### config.mk
export PLATFORM = sky130hd
export DESIGN_NAME = ps2_rx
export DESIGN_NICKNAME = d
export VERILOG_FILES = /design/src/rtl/ps2_rx.sv
export SDC_FILE = /design/constraint.sdc
export NUM_CORES = 1
export LEC_CHECK = 0
export CAP_MARGIN = 20
export CELL_PAD_IN_SITES_DETAIL_PLACEMENT = 1
export CELL_PAD_IN_SITES_GLOBAL_PLACEMENT = 2
export CORE_MARGIN = 2
export CORE_UTILIZATION = 35
export DETAILED_ROUTE_END_ITERATION = 10
export PLACE_DENSITY_LB_ADDON = 0.1
export SLEW_MARGIN = 20
export SYNTH_ARGS = -nofsm -noshare
export SYNTH_HDL_FRONTEND = slang
export SYNTH_SLANG_ARGS = --single-unit
export TNS_END_PERCENT = 1
### constraint.sdc
create_clock -name clk_sys -period 2 [get_ports clk_sys]
set_clock_uncertainty 0.15 [all_clocks]
set_input_delay 0.3 -clock clk_sys [delete_from_list [all_inputs] [get_ports clk_sys]]
set_output_delay 0.3 -clock clk_sys [all_outputs]
set_load 0.05 [all_outputs]
### src/rtl/ps2_rx.sv
// PS/2 device-to-host receiver. It synchronises and deglitches the clock and data lines,
// deserialises 11-bit frames, and folds set-2 E0/F0 prefixes into single key events.
module ps2_rx #(
  parameter int unsigned FILTER  = 4,
  parameter int unsigned TIMEOUT = 8192
) (
  input  logic       clk_sys,
  input  logic       reset_n,
  input  logic       ps2_clk,
  input  logic       ps2_data,
  output logic [7:0] rx_data,
  output logic       rx_valid,
  output logic       rx_err,
  output logic [1:0] err_type,
  output logic       key_strobe,
  output logic [7:0] key_code,
  output logic       key_ext,
  output logic       key_release
);

  localparam int unsigned   CW      = $clog2(TIMEOUT + 1);
  localparam logic [CW-1:0] TO_LAST = CW'(TIMEOUT - 1);

  typedef enum logic [1:0] {IDLE, DATA, PARITY, STOP} state_t;

  logic [1:0]        clk_sync_q, clk_sync_d, dat_sync_q, dat_sync_d;
  logic [FILTER-1:0] clk_sh_q, clk_sh_d, dat_sh_q, dat_sh_d;
  logic              clk_filt_q, clk_filt_d, dat_filt_q, dat_filt_d;
  logic              fall;
  state_t            state_q, state_d;
  logic [2:0]        bit_cnt_q, bit_cnt_d;
  logic [7:0]        shift_q, shift_d;
  logic              par_q, par_d;
  logic [CW-1:0]     to_cnt_q, to_cnt_d;
  logic [7:0]        rx_data_q, rx_data_d;
  logic              rx_valid_q, rx_valid_d, rx_err_q, rx_err_d;
  logic [1:0]        err_type_q, err_type_d;
  logic              ext_q, ext_d, rel_q, rel_d;
  logic              key_strobe_q, key_strobe_d;
  logic [7:0]        key_code_q, key_code_d;
  logic              key_ext_q, key_ext_d, key_release_q, key_release_d;

  // A filtered line only moves once the whole shift register agrees on the new level.
  always_comb begin
    clk_sync_d = {clk_sync_q[0], ps2_clk};
    dat_sync_d = {dat_sync_q[0], ps2_data};
    clk_sh_d   = {clk_sh_q[FILTER-2:0], clk_sync_q[1]};
    dat_sh_d   = {dat_sh_q[FILTER-2:0], dat_sync_q[1]};
    clk_filt_d = clk_filt_q;
    if (clk_sh_q == '0)      clk_filt_d = 1'b0;
    else if (clk_sh_q == '1) clk_filt_d = 1'b1;
    dat_filt_d = dat_filt_q;
    if (dat_sh_q == '0)      dat_filt_d = 1'b0;
    else if (dat_sh_q == '1) dat_filt_d = 1'b1;
    fall = clk_filt_q & ~clk_filt_d;
  end

  always_comb begin
    state_d    = state_q;
    bit_cnt_d  = bit_cnt_q;
    shift_d    = shift_q;
    par_d      = par_q;
    rx_data_d  = rx_data_q;
    rx_valid_d = 1'b0;
    rx_err_d   = 1'b0;
    err_type_d = err_type_q;
    unique case (state_q)
      IDLE: if (fall) begin
        if (!dat_filt_d) begin
          state_d   = DATA;
          bit_cnt_d = '0;
        end else begin
          rx_err_d   = 1'b1;
          err_type_d = 2'd2;
        end
      end
      DATA: if (fall) begin
        shift_d[bit_cnt_q] = dat_filt_d;
        bit_cnt_d          = bit_cnt_q + 3'd1;
        if (bit_cnt_q == 3'd7) state_d = PARITY;
      end
      PARITY: if (fall) begin
        par_d   = dat_filt_d;
        state_d = STOP;
      end
      STOP: if (fall) begin
        state_d = IDLE;
        if (!(^{shift_q, par_q})) begin
          rx_err_d   = 1'b1;
          err_type_d = 2'd1;
        end else if (!dat_filt_d) begin
          rx_err_d   = 1'b1;
          err_type_d = 2'd2;
        end else begin
          rx_valid_d = 1'b1;
          rx_data_d  = shift_q;
        end
      end
      default: state_d = IDLE;
    endcase
    // A fall in the same cycle restarts the count, so it takes priority over expiry.
    to_cnt_d = '0;
    if (state_q != IDLE && !fall) begin
      if (to_cnt_q == TO_LAST) begin
        rx_err_d   = 1'b1;
        err_type_d = 2'd3;
        state_d    = IDLE;
      end else begin
        to_cnt_d = to_cnt_q + CW'(1);
      end
    end
  end

  always_comb begin
    ext_d         = ext_q;
    rel_d         = rel_q;
    key_strobe_d  = 1'b0;
    key_code_d    = key_code_q;
    key_ext_d     = key_ext_q;
    key_release_d = key_release_q;
    if (rx_err_q) begin
      ext_d = 1'b0;
      rel_d = 1'b0;
    end else if (rx_valid_q) begin
      unique case (rx_data_q)
        8'hE0: ext_d = 1'b1;
        8'hF0: rel_d = 1'b1;
        8'hE1, 8'hFA, 8'hAA, 8'hEE, 8'hFE, 8'h00, 8'hFF: begin
          ext_d = 1'b0;
          rel_d = 1'b0;
        end
        default: begin
          key_strobe_d  = 1'b1;
          key_code_d    = rx_data_q;
          key_ext_d     = ext_q;
          key_release_d = rel_q;
          ext_d         = 1'b0;
          rel_d         = 1'b0;
        end
      endcase
    end
  end

  always_ff @(posedge clk_sys) begin
    if (!reset_n) begin
      clk_sync_q    <= '1;
      dat_sync_q    <= '1;
      clk_sh_q      <= '1;
      dat_sh_q      <= '1;
      clk_filt_q    <= 1'b1;
      dat_filt_q    <= 1'b1;
      state_q       <= IDLE;
      bit_cnt_q     <= '0;
      shift_q       <= '0;
      par_q         <= 1'b0;
      to_cnt_q      <= '0;
      rx_data_q     <= '0;
      rx_valid_q    <= 1'b0;
      rx_err_q      <= 1'b0;
      err_type_q    <= '0;
      ext_q         <= 1'b0;
      rel_q         <= 1'b0;
      key_strobe_q  <= 1'b0;
      key_code_q    <= '0;
      key_ext_q     <= 1'b0;
      key_release_q <= 1'b0;
    end else begin
      clk_sync_q    <= clk_sync_d;
      dat_sync_q    <= dat_sync_d;
      clk_sh_q      <= clk_sh_d;
      dat_sh_q      <= dat_sh_d;
      clk_filt_q    <= clk_filt_d;
      dat_filt_q    <= dat_filt_d;
      state_q       <= state_d;
      bit_cnt_q     <= bit_cnt_d;
      shift_q       <= shift_d;
      par_q         <= par_d;
      to_cnt_q      <= to_cnt_d;
      rx_data_q     <= rx_data_d;
      rx_valid_q    <= rx_valid_d;
      rx_err_q      <= rx_err_d;
      err_type_q    <= err_type_d;
      ext_q         <= ext_d;
      rel_q         <= rel_d;
      key_strobe_q  <= key_strobe_d;
      key_code_q    <= key_code_d;
      key_ext_q     <= key_ext_d;
      key_release_q <= key_release_d;
    end
  end

  assign rx_data     = rx_data_q;
  assign rx_valid    = rx_valid_q;
  assign rx_err      = rx_err_q;
  assign err_type    = err_type_q;
  assign key_strobe  = key_strobe_q;
  assign key_code    = key_code_q;
  assign key_ext     = key_ext_q;
  assign key_release = key_release_q;

endmodule

======== After elaboration in Yosys (flattened, before gate mapping) ========
Cells that the tools add are included.
storage, ports and cells
  flip-flop bits (word level) ............. 67
  input port bits ......................... 4
  output and inout port bits .............. 23
  logic and storage cells ................. 113
cells by class
  $add $sub $neg .......................... 2
  order comparisons ....................... 2
  equality and inequality tests ........... 18
  mux-type cells .......................... 39
  bitwise gates (word level) .............. 9
  reduce and logical (&&, ||, !) cells .... 22
operators with widths
  operator                                                                 count
  8-bit equality test, second input constant                               8
  2-bit two-way mux                                                        15
  14-bit by 1-bit adder with 14-bit output, second input constant          1
  14-bit by 13-bit equality test with 1-bit output, second input constant  1
  1-bit two-way mux                                                        13
  4-bit AND reduction                                                      3
  3-bit two-way mux                                                        3
  9-bit OR reduction                                                       1
  9-bit XOR reduction                                                      1
  8-bit bitwise mux                                                        1
  4-bit equality test, second input constant                               2
  4-bit zero test                                                          2
  8-bit zero test                                                          1
  1-bit NOT                                                                8
  2-bit case mux with 4 select lines                                       1
  2-bit AND reduction                                                      4
  2-bit inequality test, second input constant                             3
  1-bit case mux with 2 select lines                                       3
  3-bit case mux with 2 select lines                                       1
  3-bit OR reduction                                                       2
  2-bit equality test, second input constant                               2
  3-bit by 4-bit < comparator with 1-bit output, second input constant     1
  2-bit case mux with 2 select lines                                       1
  2-bit nonzero test                                                       2
  11 further kinds                                                         12

======== Logic depth before layout (Yosys ltp) ========
  depth after elaboration ................. 9
  mapped depth ............................ 8
  gate-level depth less buffers ........... 6

======== Worst setup path after synthesis ========
OpenSTA, ideal clock, no wires.
  path type ............................... register to register
  start point ............................. register rx_data_q[4], in the netlist rx_data[4]
  end point ............................... register key_code_q[1], in the netlist key_code[1]
  library setup time ...................... 0.132 ns
  data arrival time ....................... 1.745 ns
  required time ........................... 1.718 ns
  path slack .............................. -0.027 ns
  cell stages (with the launch flop) ...... 8
  path buffers ............................ 2
  period minus slack after synthesis ...... 2.027 ns
  path through ............................ dfxtp_1 buf_6 a2111oi_4 a31oi_1 o31a_1 clkbuf_1 nand3_1 a21oi_1
on the way
  longest elaborated chain between the ends .. 4
  elaborated cells on any way between the ends .. 12
  those cells by class .................... eq/ne: 8; bitwise: 1; reduce/logical: 3
RTL lines
  item                                                           RTL line  RTL
  start: declaration                                             35        logic [7:0] rx_data_q, rx_data_d;
  start signal: assignment                                       179       rx_data_q <= rx_data_d;
  8-bit equality test / 8-bit zero test (equally long branches)  125       unique case (rx_data_q)
  9-bit OR reduction (no source line) *                          -
  1-bit NOT (no source line) *                                   -
  3-bit AND reduction (no source line) *                         -
  end signal: assignment                                         186       key_code_q <= key_code_d;
  end: declaration                                               40        logic [7:0] key_code_q, key_code_d;
Every way passes the cells marked *; elsewhere a longest branch is shown, timed or not.
A chain may end at the register's enable or synchronous reset.

======== Worst setup path after layout ========
  start point ............................. register key_release_q, in the netlist key_release
  end point ............................... output port key_release
RTL lines
  item                      RTL line  RTL
  start: declaration        41        logic key_ext_q, key_ext_d, key_release_q, key_release_d;
  start signal: assignment  188       key_release_q <= key_release_d;
  end: declaration          18        output logic key_release
No word-level cell between the ends.

==> results.md <==
- Switching Share: 22.2%
- Yosys warnings: 0
- Tmin final: 1.93 ns
- Area fraction in compound gates after synthesis: 14.2%
- TritonCTS Sinks: 67
- HPWL after detailed placement: 5.28 mm
- CTS Hold Bufs: 0
- Fin nets: 388
- Cell variety after synth: 51
- Clk_lat worst skew: 0.34 ns
- Setup bufs post-CTS: 0
- Htree depth: 3
- Setup violators final: 0
- Crit-path cells: clkdlybuf4s50_1
- Period utilization: 96.6%
- Critical Path AT: 1.48 ns
- Syn_area_per_cell: 9.09 sq um
- Commonest cells post-synth: dfxtp_1 (67), nor2_1 (33), nand2_1 (32), a21oi_1 (22), o21ai_0 (19)
- Top cells by area, synth: dfxtp_1 (44%), mux2i_1 (4.6%), nor2_1 (4.1%)
- Crit path max-delay family: buffers and inverters
- Post-Synth XOR/XNOR Area: 6.57%
- Synth Area in Adders: 2.87%
- Count leader, synth: dfxtp_1
- Met2 routed WL: 3.52 mm
- DRT antenna net count: 0
- Final Instance Area: 0.00377 sq mm
- Post-Syn Nets: 346
- Synth Flop Type: dfxtp_1
- VDD IR max: 0.000299 V
- Share of cells above drive strength 1: 19.1%
- Pwr/cell area: 704 mW/mm^2
- Starting DRC count in detailed routing: 62
- Cell Rows: 34
- First-pass GRT wire length: 12.7 mm
- Initial antenna violation count: 0
- Clk slew on worst S/H paths: 0.08 ns
- Via density: 5.03
- Gr ovfl total: 0
- Gate power share: 1.6%
- Die H: 97.3 um
- Crit path largest cell delay: 0.80 ns
- Clock buffer count from CTS: 9
- Die ar.: 0.00947 sq mm
- CP startpoint kind: register
- Vias in the first global route: 2636
- EDFF count, synth: 0
- Largest net degree at the start of global routing: 21
- Worst slew pin tran: 0.502 ns
- Ant. Diodes: 0
- Worst EP required: 1.55 ns
- Post-synthesis sequential area ratio: 44.0%
- DP Area: 0.00351 sq mm
- Max Used Layer: met4
- Crit Path Class: register to output pin
- Pwr Total: 0.00265 W
- Initial Util: 35.5%
- IO Pins: 27
- Area leader, netlist: dfxtp_1
- Async set-reset flop share out of synthesis: 0%
- Drt wl/cell: 14.8 um
- Core area: 0.00859 sq mm
- Worst Hold Class: register to register
- Remaining DRCs: 0
- NetSw: 0.000588 W
- Cells after Synth: 335
- Final Hold Fails: 0
- M1 wire length: 3.42 mm
- Vias: 2466
- Mapped Area: 0.00305 sq mm
- Static leakage: 1.38 nW
- Pins Over Slew Limit: 0
- Crit path max fanout: 2
- Total track usage: 16.5%
- Die Wd: 97.3 um
- Layout area overhead: 23.7%
- Worst-case clock buffer depth: 2
- Internal power: 0.00206 W
- Drt first pass iters: 4
- Mux contribution to synthesized area: 4.60%
- Fmax: 517 MHz
- Max_cap viols: 0
- Port-buffer cells: 26
- Met3 wire length: 202 um
- Clk pwr share: 47.8%
- Root buf cell: clkbuf_8
- Slowest cell on crit path: clkdlybuf4s50_1
- Endpoint type of the worst setup path: output pin
- RePlAce Congestion: 0.714
- Share of the synthesized area in the top cell type: 44.0%
- Largest family of logic cells by synthesized area: simple AND/OR/NAND/NOR gates
- Post-Synth Simple-Gate Area: 24.4%
- Outcome: finished, final reports clean
- CP bufs+invs: 1
- Seq pwr share: 50.6%
- Max_slew headroom: 66.5%
- RSZ-0062 raised after global routing: true
- Wirelength, routed: 7.23 mm
- CTS tree: yes
- Post-synthesis register bit count: 67
placed cells by master (no fill, tap or decap), drive strengths merged, types with 2 or more instances in the layout:
cell type,count
clkinvlp,2
nor3,12
mux2i,14
inv,8
xor2,7
o21ai,19
nor4,6
a211oi,3
nand3,18
and2,2
and3,3
clkdlybuf4s50,14
dfxtp,67
o311a,2
and4,3
xnor2,11
buf,32
clkbuf,9
nor2,34
a21oi,22
o31a,2
a31oi,3
nand4,6
clkinv,2
nand2b,16
nand2,33
bufinv,2
o31ai,3
a2111oi,2
ha,7
nor2b,4
o211ai,2
power groups by stage:
stage	clock (W)	combinational [W]	sequential (W)
after floorplan	0	0.0000258	0.00137
after global placement	0	0.0000446	0.00137
after detailed placement	0	0.0000449	0.00137
after CTS	0.00133	0.0000450	0.00134
after global routing	0.00138	0.0000489	0.00134
final	0.00127	0.0000438	0.00134
per-stage QoR:
stage	instances	setup TNS (ns)	hold WS (ns)	util (%)	worst slack [ns]
2_1_floorplan	335	0	0.236	-	0.0539
3_3_place_gp	474	0	0.239	40.8	0.0577
3_5_place_dp	474	0	0.245	40.8	0.0186
4_1_cts	490	0	0.268	43.4	0.00279
5_1_grt	490	-0.0245	0.279	43.9	-0.0227
6_report	490	0	0.262	43.9	0.0671
what timing repair did:
action | in CTS | in global routing
gates resized for setup | 2 | 11
endpoints found under the setup margin | 3 | 24
pin swaps | 1 | 3
path summary, 6_finish.rpt:
path / startpoint / cells after the start / slack [ns] / end
max: key_release$_SDFFE_PN0P_ / 1 / 0.07 / key_release
min: dat_sync_q[1]$_SDFF_PN1_ / 1 / 0.26 / dat_sh_q[0]$_SDFF_PN1_
max reg2reg: shift_q[4]$_SDFFE_PN0P_ / 5 / 0.08 / rx_data[1]$_SDFFE_PN0P_
min reg2reg: dat_sync_q[1]$_SDFF_PN1_ / 1 / 0.26 / dat_sh_q[0]$_SDFF_PN1_
registers in the layout, indices dropped and copies added, names as in the netlist, 2 cells and up:
name        cells
bit_cnt_q       3
clk_sh_q        4
clk_sync_q      2
dat_sh_q        4
dat_sync_q      2
err_type        2
key_code        8
rx_data         8
shift_q         8
state_q         2
to_cnt_q       14
routing by layer:
metal / global-route usage [%] / vias to the layer above
met5: 0 / -
met4: 4.81 / 0
met3: 4.60 / 5
met2: 27.5 / 25
met1: 20.8 / 1182
li1: - / 1254
area by class of cell:
class / instances / area [sq um]
well taps: 108 / 135
clock buffers: 9 / 124
flip-flops and latches: 67 / 1350
fillers: 1014 / 4820
repair buffers: 48 / 405
inverters: 7 / 26.3
clock inverters: 7 / 101
multi-input cells: 244 / 1630
cell families (layout without fill, tap and decap cells):
group | Yosys count | after routing
muxes | 14 | 14
DFF | 67 | 67
buffers and inverters | 24 | 71
AOI/OAI and AO/OA | 63 | 63
and+or+nand+nor | 141 | 141
xor gates and xnor gates | 19 | 19
adders and majority gates | 7 | 7
No activity file was read; power rests on OpenSTA's default activity.
